===== src/rtl/multi_cpu_pkg.sv =====
// multi_cpu_pkg: shared definitions for the multi_cpu control path.
// Holds the controller state encodings, the instruction opcodes, the ALU
// operation codes and the PC source select codes, plus small opcode
// classification helpers used by both the sequencer and the decoder.
package multi_cpu_pkg;

    typedef enum logic [3:0] {
        S_IF     = 4'b0000,
        S_ID     = 4'b0001,
        S_EXE_AL = 4'b0010,
        S_WB_AL  = 4'b0011,
        S_EXE_BR = 4'b0100,
        S_EXE_LS = 4'b0101,
        S_MEM    = 4'b0110,
        S_WB_LD  = 4'b0111,
        S_HALT   = 4'b1111
    } state_t;

    localparam logic [5:0] OP_ADD   = 6'b000000;
    localparam logic [5:0] OP_SUB   = 6'b000001;
    localparam logic [5:0] OP_AND   = 6'b010000;
    localparam logic [5:0] OP_OR    = 6'b010001;
    localparam logic [5:0] OP_ADDIU = 6'b000010;
    localparam logic [5:0] OP_ORI   = 6'b010010;
    localparam logic [5:0] OP_SW    = 6'b110000;
    localparam logic [5:0] OP_LW    = 6'b110001;
    localparam logic [5:0] OP_BEQ   = 6'b110100;
    localparam logic [5:0] OP_J     = 6'b111000;
    localparam logic [5:0] OP_HALT  = 6'b111111;

    localparam logic [2:0] ALU_ADD = 3'b000;
    localparam logic [2:0] ALU_SUB = 3'b001;
    localparam logic [2:0] ALU_AND = 3'b100;
    localparam logic [2:0] ALU_OR  = 3'b011;

    localparam logic [1:0] PC_NEXT   = 2'b00;
    localparam logic [1:0] PC_BRANCH = 2'b01;
    localparam logic [1:0] PC_JUMP   = 2'b10;

    function automatic logic is_rtype(input logic [5:0] op);
        return (op == OP_ADD) || (op == OP_SUB) || (op == OP_AND) || (op == OP_OR);
    endfunction

    function automatic logic is_alu(input logic [5:0] op);
        return is_rtype(op) || (op == OP_ADDIU) || (op == OP_ORI);
    endfunction

    function automatic logic is_mem(input logic [5:0] op);
        return (op == OP_LW) || (op == OP_SW);
    endfunction

endpackage


===== src/rtl/ctrl_decode.sv =====
// ctrl_decode: combinational decode of (state, opcode, Zero) into every
// datapath enable and mux select. Moore-style: outputs depend on the current
// state and the held IR opcode only; Zero matters only in EXE_BR.
// Ports:
//   state   in  current controller state
//   opcode  in  IR[31:26]
//   Zero    in  ALU zero flag
//   PCWre, IRWre, InsMemRW, RegWre, RegDst, ALUSrcB, ExtSel, ALUOp,
//   mRD, mWR, DBDataSrc, PCSrc  out  datapath controls
import multi_cpu_pkg::*;

module ctrl_decode (
    input  state_t      state,
    input  logic [5:0]  opcode,
    input  logic        Zero,
    output logic        PCWre,
    output logic        IRWre,
    output logic        InsMemRW,
    output logic        RegWre,
    output logic        RegDst,
    output logic        ALUSrcB,
    output logic        ExtSel,
    output logic [2:0]  ALUOp,
    output logic        mRD,
    output logic        mWR,
    output logic        DBDataSrc,
    output logic [1:0]  PCSrc
);

    always_comb begin
        PCWre     = 1'b0;
        IRWre     = 1'b0;
        InsMemRW  = 1'b0;
        RegWre    = 1'b0;
        RegDst    = 1'b0;
        ALUSrcB   = 1'b0;
        ExtSel    = 1'b0;
        ALUOp     = ALU_ADD;
        mRD       = 1'b0;
        mWR       = 1'b0;
        DBDataSrc = 1'b0;
        PCSrc     = PC_NEXT;

        case (state)
            S_IF: begin
                IRWre    = 1'b1;
                InsMemRW = 1'b1;
            end
            S_ID: begin
                // j and undefined opcodes complete here; everything else
                // writes the PC in a later state.
                if (opcode == OP_J) begin
                    PCWre = 1'b1;
                    PCSrc = PC_JUMP;
                end else if (!is_alu(opcode) && !is_mem(opcode) &&
                             opcode != OP_BEQ && opcode != OP_HALT) begin
                    PCWre = 1'b1;
                end
            end
            S_EXE_AL, S_WB_AL: begin
                // ALU controls are identical in both states so the result
                // stays stable while it is written back.
                RegDst = is_rtype(opcode);
                case (opcode)
                    OP_SUB:   ALUOp = ALU_SUB;
                    OP_AND:   ALUOp = ALU_AND;
                    OP_OR:    ALUOp = ALU_OR;
                    OP_ADDIU: begin
                        ALUSrcB = 1'b1;
                        ExtSel  = 1'b1;
                    end
                    OP_ORI: begin
                        ALUOp   = ALU_OR;
                        ALUSrcB = 1'b1;
                    end
                    default:  ALUOp = ALU_ADD;
                endcase
                if (state == S_WB_AL) begin
                    RegWre = 1'b1;
                    PCWre  = 1'b1;
                end
            end
            S_EXE_LS, S_MEM, S_WB_LD: begin
                ALUSrcB = 1'b1;
                ExtSel  = 1'b1;
                if (state == S_MEM) begin
                    if (opcode == OP_LW) begin
                        mRD = 1'b1;
                    end else begin
                        mWR   = 1'b1;
                        PCWre = 1'b1;
                    end
                end else if (state == S_WB_LD) begin
                    mRD       = 1'b1;
                    DBDataSrc = 1'b1;
                    RegWre    = 1'b1;
                    PCWre     = 1'b1;
                end
            end
            S_EXE_BR: begin
                ALUOp  = ALU_SUB;
                ExtSel = 1'b1;
                PCWre  = 1'b1;
                PCSrc  = Zero ? PC_BRANCH : PC_NEXT;
            end
            default: begin
                // HALT: everything low so PC and IR freeze.
            end
        endcase
    end

endmodule


===== src/rtl/multi_cycle_ctrl.sv =====
// multi_cycle_ctrl: instruction sequencer for the multi_cpu datapath.
// Steps each instruction through IF/ID/EXE/MEM/WB and drives the datapath
// controls through ctrl_decode.
// Ports:
//   CLK, RST (async, active-low)  clock / reset
//   opcode  in  IR[31:26]; Zero in  ALU zero flag
//   PCWre..PCSrc  out  datapath controls (see ctrl_decode)
//   state   out  current state, for debug
import multi_cpu_pkg::*;

module multi_cycle_ctrl (
    input  logic        CLK,
    input  logic        RST,
    input  logic [5:0]  opcode,
    input  logic        Zero,
    output logic        PCWre,
    output logic        IRWre,
    output logic        InsMemRW,
    output logic        RegWre,
    output logic        RegDst,
    output logic        ALUSrcB,
    output logic        ExtSel,
    output logic [2:0]  ALUOp,
    output logic        mRD,
    output logic        mWR,
    output logic        DBDataSrc,
    output logic [1:0]  PCSrc,
    output logic [3:0]  state
);

    state_t cur_state;
    state_t next_state;

    always_ff @(posedge CLK or negedge RST) begin
        if (!RST) begin
            cur_state <= S_IF;
        end else begin
            cur_state <= next_state;
        end
    end

    always_comb begin
        next_state = S_IF;
        case (cur_state)
            S_IF: next_state = S_ID;
            S_ID: begin
                if (is_alu(opcode))        next_state = S_EXE_AL;
                else if (is_mem(opcode))   next_state = S_EXE_LS;
                else if (opcode == OP_BEQ) next_state = S_EXE_BR;
                else if (opcode == OP_HALT) next_state = S_HALT;
                else                       next_state = S_IF;  // j or undefined
            end
            S_EXE_AL: next_state = S_WB_AL;
            S_EXE_LS: next_state = S_MEM;
            S_MEM:    next_state = (opcode == OP_LW) ? S_WB_LD : S_IF;
            S_HALT:   next_state = S_HALT;
            default:  next_state = S_IF;  // WB_AL, WB_LD, EXE_BR, illegal codes
        endcase
    end

    assign state = cur_state;

    ctrl_decode u_decode (
        .state     (cur_state),
        .opcode    (opcode),
        .Zero      (Zero),
        .PCWre     (PCWre),
        .IRWre     (IRWre),
        .InsMemRW  (InsMemRW),
        .RegWre    (RegWre),
        .RegDst    (RegDst),
        .ALUSrcB   (ALUSrcB),
        .ExtSel    (ExtSel),
        .ALUOp     (ALUOp),
        .mRD       (mRD),
        .mWR       (mWR),
        .DBDataSrc (DBDataSrc),
        .PCSrc     (PCSrc)
    );

endmodule

===== config.mk =====
export PLATFORM = sky130hd
export DESIGN_NAME = multi_cycle_ctrl
export DESIGN_NICKNAME = d
export VERILOG_FILES = /design/src/rtl/multi_cpu_pkg.sv /design/src/rtl/ctrl_decode.sv /design/src/rtl/multi_cycle_ctrl.sv
export SDC_FILE = /design/constraint.sdc
export NUM_CORES = 1
export LEC_CHECK = 0
export ABC_CLOCK_PERIOD_IN_PS = 2000
export CAP_MARGIN = 20
export CORE_MARGIN = 1
export CORE_UTILIZATION = 36
export DETAILED_ROUTE_END_ITERATION = 16
export HOLD_SLACK_MARGIN = 0.03
export PLACE_DENSITY = 0.8
export SLEW_MARGIN = 0
export SYNTH_ARGS = -nofsm -noshare
export SYNTH_HDL_FRONTEND = slang
export SYNTH_HIERARCHICAL = 1
export SYNTH_SLANG_ARGS = --single-unit

===== constraint.sdc =====
create_clock -name CLK -period 2 [get_ports CLK]
set_input_delay 0.4 -clock CLK [delete_from_list [all_inputs] [get_ports CLK]]
set_output_delay 0.4 -clock CLK [all_outputs]
set_load 0.03 [all_outputs]

== After elaboration in Yosys (flattened, before gate mapping) ==
Cells that the tools add are included.

* Register bits after elaboration: 4
* Bits of input ports: 9
* Output and inout bits: 19

* Equality and inequality tests: 20
* Mux-type cells: 32
* Reductions and logical operators: 18

{| class="wikitable"
|+ Operator list
! cell !! count
|-
| == test 6 bit (second input constant) || 5
|-
| one-hot mux 4 bit (6 select lines) || 1
|-
| == test 6 x 5 -> 1 bit (second input constant) || 3
|-
| two-way mux 1 bit || 18
|-
| == test 4 x 3 -> 1 bit (second input constant) || 4
|-
| two-way mux 4 bit || 4
|-
| inequality test 6 bit (second input constant) || 2
|-
| one-hot mux 3 bit (3 select lines) || 1
|-
| == test 4 x 2 -> 1 bit (second input constant) || 2
|-
| == test 6 x 1 -> 1 bit (second input constant) || 1
|-
| == test 6 x 2 -> 1 bit (second input constant) || 1
|-
| logical NOT 6 bit || 1
|-
| logical OR 1 bit || 6
|-
| one-hot mux 1 bit (2 select lines) || 3
|-
| one-hot mux 3 bit (2 select lines) || 1
|-
| OR reduction 2 bit || 3
|-
| == test 4 x 1 -> 1 bit (second input constant) || 1
|-
| == test 4 bit (second input constant) || 1
|-
| logical NOT 4 bit || 1
|-
| one-hot mux 1 bit (4 select lines) || 1
|-
| one-hot mux 2 bit (2 select lines) || 1
|-
| OR reduction 4 bit || 1
|-
| logical AND 1 bit || 3
|-
| two-way mux 3 bit || 1
|-
| other kinds (3) || 4
|}

== Longest topological paths before layout ==
Gate-level depths: netlist of run 1.

* Depth in word-level cells: 13
* Mapped depth: 5
* Depth with buffers taken out: 4

== By module ==
Netlist of run 1, hierarchy kept.

{| class="wikitable"
|+ Modules (own cells, without submodules)
! module !! times used !! cells an instance !! area an instance (um2) !! sequential area each (um2)
|-
| multi_cycle_ctrl || 1 || 33 || 316.6 || 100.1
|-
| ctrl_decode || 1 || 46 || 274.0 || 0.0
|}

== Worst setup path after synthesis of run 1 ==
OpenSTA, ideal clock, no wires.

* Path kind: reg2out
* Start: register cur_state[1] (netlist: state[1])
* End: output port ALUOp[2]
* Arrival: 2.285 ns
* Path slack: -0.685 ns
* Cell stages (with the launch flop): 4
* Path through: dfrtp_1 -> or4b_4 -> or4_1 -> nor3_1

* Longest elaborated chain between the ends: 3
* Elaborated cells between the ends (all ways): 5
* Classes of those cells: eq/ne (3); mux (1); reduce/logical (1)

{| class="wikitable"
|+ Ends and longest elaborated chain
! element !! line !! RTL
|-
| from (decl) || multi_cycle_ctrl.sv:31 || <nowiki>state_t cur_state;</nowiki>
|-
| from (signal assigned) || multi_cycle_ctrl.sv:38 || <nowiki>cur_state <= next_state;</nowiki>
|-
| == test 4 x 2 -> 1 bit || ctrl_decode.sv:44 || <nowiki>case (state)</nowiki>
|-
| OR reduction 2 bit || ctrl_decode.sv:44 ||
|-
| one-hot mux 3 bit (2 select lines) (*) || ctrl_decode.sv:44 ||
|-
| to (decl) || multi_cycle_ctrl.sv:23 || <nowiki>output logic [2:0] ALUOp,</nowiki>
|}

Every way passes the cells marked *; elsewhere a longest branch is shown, timed or not.

== Worst setup path in the final report of run 1 ==
Same ends and word-level chain as after synthesis.

==> impl_results.md, run 1 <==
- ANT nets after route: 0
- Tot GR Track Use: around 28%
- Max reg flops: 4
- Htree depth: 1
- Worst-path clk slew: about 0.06 ns
- CTS tree: built
- Via count: between 900 and 1000
- WS Path Type: flip-flop to primary output
- Post-DP HPWL: around 1.6 mm
- Final hold vios: 0
- Mapped Avg Cell Area: between 7 and 8 um2
- First-pass GRT wire length: 3.89 mm
- Final WS setup: -0.372 ns
- Root buffer selected by CTS: clkbuf_4
- Drt first pass iters: 4
- CP arrival: ~2 ns
- DRT iter0 DRCs: 23
- Top-level I/O count: 28
- Least-Margin Pin Slew: ~0.7 ns
- Layout cells sized above 1: between 60 and 70%
- Worst setup EP type: primary output
- Die Height: 42.5 um
- Leakage Power: ~0.6 nW
- Period minus WS final: approximately 2.4 ns
- YS warnings: 6
- Cells after synthesis: 79
- Pwr dens: 1010 nW/um2
- Unique masters post-synth: 37
- Crit path launch: state[1]$_DFF_PN0_
- Placeable Area: 1520 um2
- Via density: slightly above 6
- Required @ worst endpoint: about 1.6 ns
- Die Wd: approximately 43 um
- Initial Util: 38.8%
- Slew Limit Headroom: a little over half
- Ant diodes: 0
- Worst vdd ir: around 0.9 mV
- Final TNS setup: -2.14 ns
- DRC errors left: 0
- Layout area overhead: 119%
- Top FF cell, synth: dfrtp_1
- Cts bufs inserted: 3
- Post-layout util: 85.1%
- Final Net Count: 150
- Full die area: approximately 1800 um2
- Fmax: about 420 MHz
- Seq/Total Area, Yosys: 16.9%
- Routed WL per cell: roughly 17 um
- Overflow left after global routing: 0
- Slew Limit Fails: 0
- RSZ-0062 raised after global routing: yes
- # clock sinks: 4
- CP Launch Type: flip-flop
- Fin crit share: 119%
- Status: finished, violations left
- # rows: 14
- Syn Std Cell Area: 591 um2
- Max Cap Viol: 0
- Reg2reg start: state[1]$_DFF_PN0_
- Min-Delay Path Class: input pin to async pin
- Crit path max fanout: 3
- CTS hold repair buffers: 0
- Ys async rst share: 100%
- Antenna violations before repair: 0
- Buffers on Ports: 27
- Failing checks: setup timing
- EDFF count, synth: 0
- Finished Cell Area: approximately 1300 um2
- Maximum number of pins on one net before global-route repair: 13
- Vias in the first global route: 838
- CTS Buffer Depth: 2
- Setup violations, final: 8
- Final Wtd Congestion: between 0.8 and 0.9
- Skew final: ~0.016 ns
- Syn_nets: just under 90
- WL final: 2.66 mm
- #FFs+latches synth: 4
- Clock insertion delay at the later pin of the skew report: 0.25 ns
- Placed inst area: between 1000 and 1500 um2
- Worst slack at placement: -0.710 ns
==> path summary, 6_finish.rpt <==
kind | cells after the start | to | slack [ns]
max | 5 | ALUOp[2] | -0.37
min | 1 | state[2]$_DFF_PN0_ | 0.35
min in group CLK | 5 | state[2]$_DFF_PN0_ | 0.65
max in group asynchronous | 1 | state[1]$_DFF_PN0_ | 1.43
max reg2reg | 6 | state[0]$_DFF_PN0_ | 0.30
min reg2reg | 3 | state[2]$_DFF_PN0_ | 0.83
==> kinds of logic (layout without fill, tap and decap cells) <==
| family | after synthesis | in the layout | synth area share (%) |
|---|---|---|---|
| AOI/OAI and AO/OA | 24 | 24 | 27.8 |
| buffers and inverters | 6 | 67 | 4.66 |
| DFF | 4 | 4 | 16.9 |
| and+or+nand+nor | 45 | 45 | 50.6 |
==> Yosys cell counts, drive strengths merged, types with 2 or more instances <==
| master | count | area (um2) |
|---|---|---|
| a211oi | 2 | 15.0 |
| inv | 3 | 11.3 |
| dfrtp | 4 | 100 |
| nor2 | 10 | 37.5 |
| nand2 | 3 | 11.3 |
| or4 | 2 | 18.8 |
| and4 | 2 | 17.5 |
| and3 | 2 | 12.5 |
| and2 | 2 | 13.8 |
| buf | 2 | 12.5 |
| o21ai | 5 | 25.0 |
| a2111oi | 2 | 17.5 |
| a21oi | 6 | 30.0 |
| or4b | 5 | 57.6 |
| o22ai | 3 | 18.8 |
| nor3 | 7 | 35.0 |
| nor4 | 3 | 18.8 |
| nand2b | 2 | 12.5 |
==> critical path: stages, from the launching register on <==
cell     delay [ns]
dfrtp_2        0.36
or4b_4         0.48
buf_6          0.14
or4_4          0.46
nor3_4         0.14
buf_6          0.15
==> stage by stage <==
stage,instances,total power [mW],hold slack (ns)
after floorplan,79,0.643,0.104
after global placement,143,0.939,0.606
after detailed placement,143,0.959,0.612
after CTS,155,1.22,0.357
after global routing,156,1.37,0.374
final,156,1.31,0.354
==> cell usage in the layout, fill, tap and decap left out, drive strengths merged <==
cell type / Yosys / final
clkbuf: 1 / 6
nor4: 3 / 3
a2111oi: 2 / 2
or4: 2 / 2
and4: 2 / 2
nand2b: 2 / 2
clkdlybuf4s50: 0 / 4
o221ai: 1 / 1
buf: 2 / 52
nand4: 1 / 1
o21a: 1 / 1
nand3b: 1 / 1
nor2: 10 / 10
nand3: 1 / 1
dfrtp: 4 / 4
a211oi: 2 / 2
a211o: 1 / 1
nor4b: 1 / 1
a21o: 1 / 1
a311oi: 1 / 1
nor4bb: 1 / 1
and2: 2 / 2
a41oi: 1 / 1
or4b: 5 / 5
a21oi: 6 / 6
o22ai: 3 / 3
or2b: 1 / 1
and3: 2 / 2
nor3: 7 / 7
dlymetal6s2s: 0 / 1
nand2: 3 / 3
dlygate4sd2: 0 / 1
inv: 3 / 3
o21ai: 5 / 5
nor2b: 1 / 1
==> routing by layer <==
| metal | track usage (%) | vias to the layer above | wire [um] |
|---|---|---|---|
| li1 | - | 437 | - |
| met1 | 33.9 | 453 | 1050 |
| met2 | 50.2 | 52 | 1370 |
| met3 | 5.60 | 10 | 170 |
| met4 | 8.75 | 0 | 76 |
| met5 | 0 | - | 0 |
==> final cells by class <==
type                            instances  area [um2]
Timing Repair Buffer                   60         513
Sequential cell                         4         101
Clock buffer                            4        26.3
Tap cell                               16        20.0
Inverter                                3        11.3
Fill cell                              78         228
Multi-Input combinational cell         69         624
==> timing repair <==
| action | 4_1_cts | 5_1_grt |
|---|---|---|
| pin swaps | 12 | 8 |
| endpoints found under the setup margin | 11 | 14 |
| gates resized for setup | 47 | 18 |
| setup buffers | 8 | 3 |
==> where the power goes <==
| group | leakage (nW) | internal [mW] | switching (mW) |
|---|---|---|---|
| registers | 0.0514 | 0.106 | 0.0432 |
| logic | 0.517 | 0.481 | 0.557 |
| clock network | 0.0150 | 0.0759 | 0.0481 |
No activity file was read; power rests on OpenSTA's default activity.
==> run 2: changes to the inputs <==
ABC_CLOCK_PERIOD_IN_PS = 1900   (was 2000)
CTS_CLUSTER_DIAMETER = 80   (was unset)
clock period = 1.9 ns   (was 2 ns; I/O delays follow)
==> impl_results.md, run 2 (synthesis gave the netlist of run 1 again) <==
- Crit path max fanout: 2 (was 3)
- Slew Limit Fails: 0 (unchanged)
- CTS Buffer Depth: 2 (unchanged)
- Tot GR Track Use: 24.6% (was 28.3%)
- Placeable Area: 1520 um2 (unchanged)
- DRT iter0 DRCs: 15 (was 23)
- Final WS setup: -0.364 ns (was -0.372 ns)
- CP max-delay cell: or4b_4 (unchanged)
- Worst-path clk slew: 0.05 ns (was 0.06 ns)
- Cts bufs inserted: 3 (unchanged)
- Required @ worst endpoint: 1.52 ns (was 1.60 ns)
- Top-level I/O count: 28 (unchanged)
- Leakage Power: 0.576 nW (was 0.583 nW)
- Reg2reg start: state[3]$_DFF_PN0_ (was state[1]$_DFF_PN0_)
- Vias in the first global route: 782 (was 838)
- Post-layout util: 81.9% (was 85.1%)
- Die Wd: 42.5 um (unchanged)
- Overflow left after global routing: 0 (unchanged)
- Clock insertion delay at the later pin of the skew report: 0.24 ns (was 0.25 ns)
- Status: finished, violations left (unchanged)
- CP Launch Type: input pin (was flip-flop)
- Power Total: 1.19 mW (was 1.31 mW)
- Buffers on Ports: 27 (unchanged)
- CP cell instances: buf_6 > or4b_4 > or4b_4 > a21oi_2 > a21o_2 > buf_6 (was or4b_4 > buf_6 > or4_4 > nor3_4 > buf_6)
- Drt first pass iters: 4 (unchanged)
- Via count: 894 (was 952)
- CTS hold repair buffers: 0 (unchanged)
- Fmax: ~440 MHz
- Htree depth: 1 (unchanged)
- Routed WL per cell: 14.9 um (was 17.1 um)
- Initial Util: 38.8% (unchanged)
- Die Height: 42.5 um (unchanged)
- Layout cells sized above 1: 59.4% (was 62.1%)
- DRC errors left: 0 (unchanged)
- Via density: 5.81 (was 6.10)
- Commonest non-fill, non-tap cell in the layout: buf_4 (unchanged)
- Min-Delay Path Class: input pin to async pin (unchanged)
- Full die area: 1810 um2 (unchanged)
- RSZ-0062 raised after global routing: yes (unchanged)
- Period minus WS final: around 2.3 ns
- Antenna violations before repair: 0 (unchanged)
- Worst slack at placement: -0.774 ns (was -0.710 ns)
- Setup violations, final: 9 (was 8)
- Pwr dens: 953 nW/um2 (was 1010 nW/um2)
- # clock sinks: 4 (unchanged)
- Crit path launch: opcode[1] (was state[1]$_DFF_PN0_)
- Failing checks: setup timing (unchanged)
- Fin crit share: 119%
- Final TNS setup: -2.45 ns (was -2.14 ns)
- Layout fillers: 94 (was 78)
- Root buffer selected by CTS: clkbuf_4 (unchanged)
- Final Wtd Congestion: 0.803 (was 0.854)
- Max Cap Viol: 0 (unchanged)
- CP arrival: 1.88 ns (was 1.97 ns)
- Worst path max stage delay: 0.53 ns (was 0.48 ns)
- Final Non-Filler Cells: 154 (was 156)
- Maximum number of pins on one net before global-route repair: 13 (unchanged)
- Skew final: 0.0127 ns (was 0.0159 ns)
- Max reg flops: 4 (unchanged)
- Slew Limit Headroom: 69.2% (was 52.2%)
- Worst vdd ir: 0.784 mV (was 0.900 mV)
- WS Path Type: input pin to primary output (was flip-flop to primary output)
- Final hold vios: 0 (unchanged)
- Cells after DPL: 145 (was 143)
- ANT nets after route: 0 (unchanged)
- Least-Margin Pin Slew: 0.456 ns (was 0.716 ns)
- WL final: 2.29 mm (was 2.66 mm)
- # rows: 14 (unchanged)
- Ant diodes: 0 (unchanged)
- CTS tree: built (unchanged)
- Post-DP HPWL: 1.71 mm (was 1.61 mm)
- Commonest cells after routing, fill and taps aside: 37 x buf_4, 10 x buf_6, 8 x nor2_1, 5 x or4b_4 (was 34 x buf_4, 13 x buf_6, 8 x nor2_1, 5 x or4b_4)
- Worst setup EP type: primary output (unchanged)
- Layout area overhead: 111% (was 119%)
- First-pass GRT wire length: 3.44 mm (was 3.89 mm)
- Final Net Count: 148 (was 150)
-- run 2: path summary, 6_finish.rpt --
| path | end | slack (ns) | cells past startpoint |
|---|---|---|---|
| min reg2reg | state[3]$_DFF_PN0_ | 0.74 | 2 |
| min | state[1]$_DFF_PN0_ | 0.34 | 1 |
| min in group CLK | state[0]$_DFF_PN0_ | 0.65 | 4 |
| max in group asynchronous | state[2]$_DFF_PN0_ | 1.38 | 1 |
| max | PCWre | -0.36 | 6 |
| max reg2reg | state[2]$_DFF_PN0_ | 0.31 | 5 |
-- run 2: routing by layer --
| layer | global-route usage [%] | part of all wire, % | routed length [um] | up-vias |
|---|---|---|---|---|
| met5 | 0 | 0 | 0 | - |
| met2 | 45.5 | 53 | 1210 | 27 |
| met3 | 1.72 | 3.1 | 72 | 8 |
| li1 | - | - | - | 441 |
| met1 | 29.4 | 40 | 916 | 418 |
| met4 | 8.75 | 3.6 | 82 | 0 |
-- run 2: area by class of cell --
cell class                 count  area [um2]  share of cell area (%)
inverter                       3        11.3                   0.903
timing repair buffer          58         485                    38.9
sequential                     4         103                    8.22
multi-input combinational     69         602                    48.2
clock buffer                   4        26.3                    2.11
tap                           16        20.0                    1.60
-- run 2: critical path, delay by kind of cell --
family | cells | cell delay, ns
AOI/OAI and AO/OA | 2 | 0.26
buffers and inverters | 2 | 0.21
and+or+nand+nor | 2 | 1.02
-- run 2: power breakdown --
group / leakage [nW] / internal (mW) / total, mW / switching (mW)
clock: 0.0150 / 0.0792 / 0.120 / 0.0409
combinational: 0.511 / 0.403 / 0.927 / 0.523
sequential: 0.0498 / 0.112 / 0.142 / 0.0300
-- run 2: timing repair --
item                       CTS  global route
setup endpoints to repair   13            15
setup buffers                2             3
pin swaps                    8             6
gates resized for setup     38            14
gates cloned                 0             0
-- run 2: per-stage QoR --
step / instance area [um2] / hold slack [ns]
after floorplan: 684 / 0.0844
after global placement: 1120 / 0.586
after detailed placement: 1120 / 0.597
after CTS: 1170 / 0.340
after global routing: 1250 / 0.354
final: 1250 / 0.339
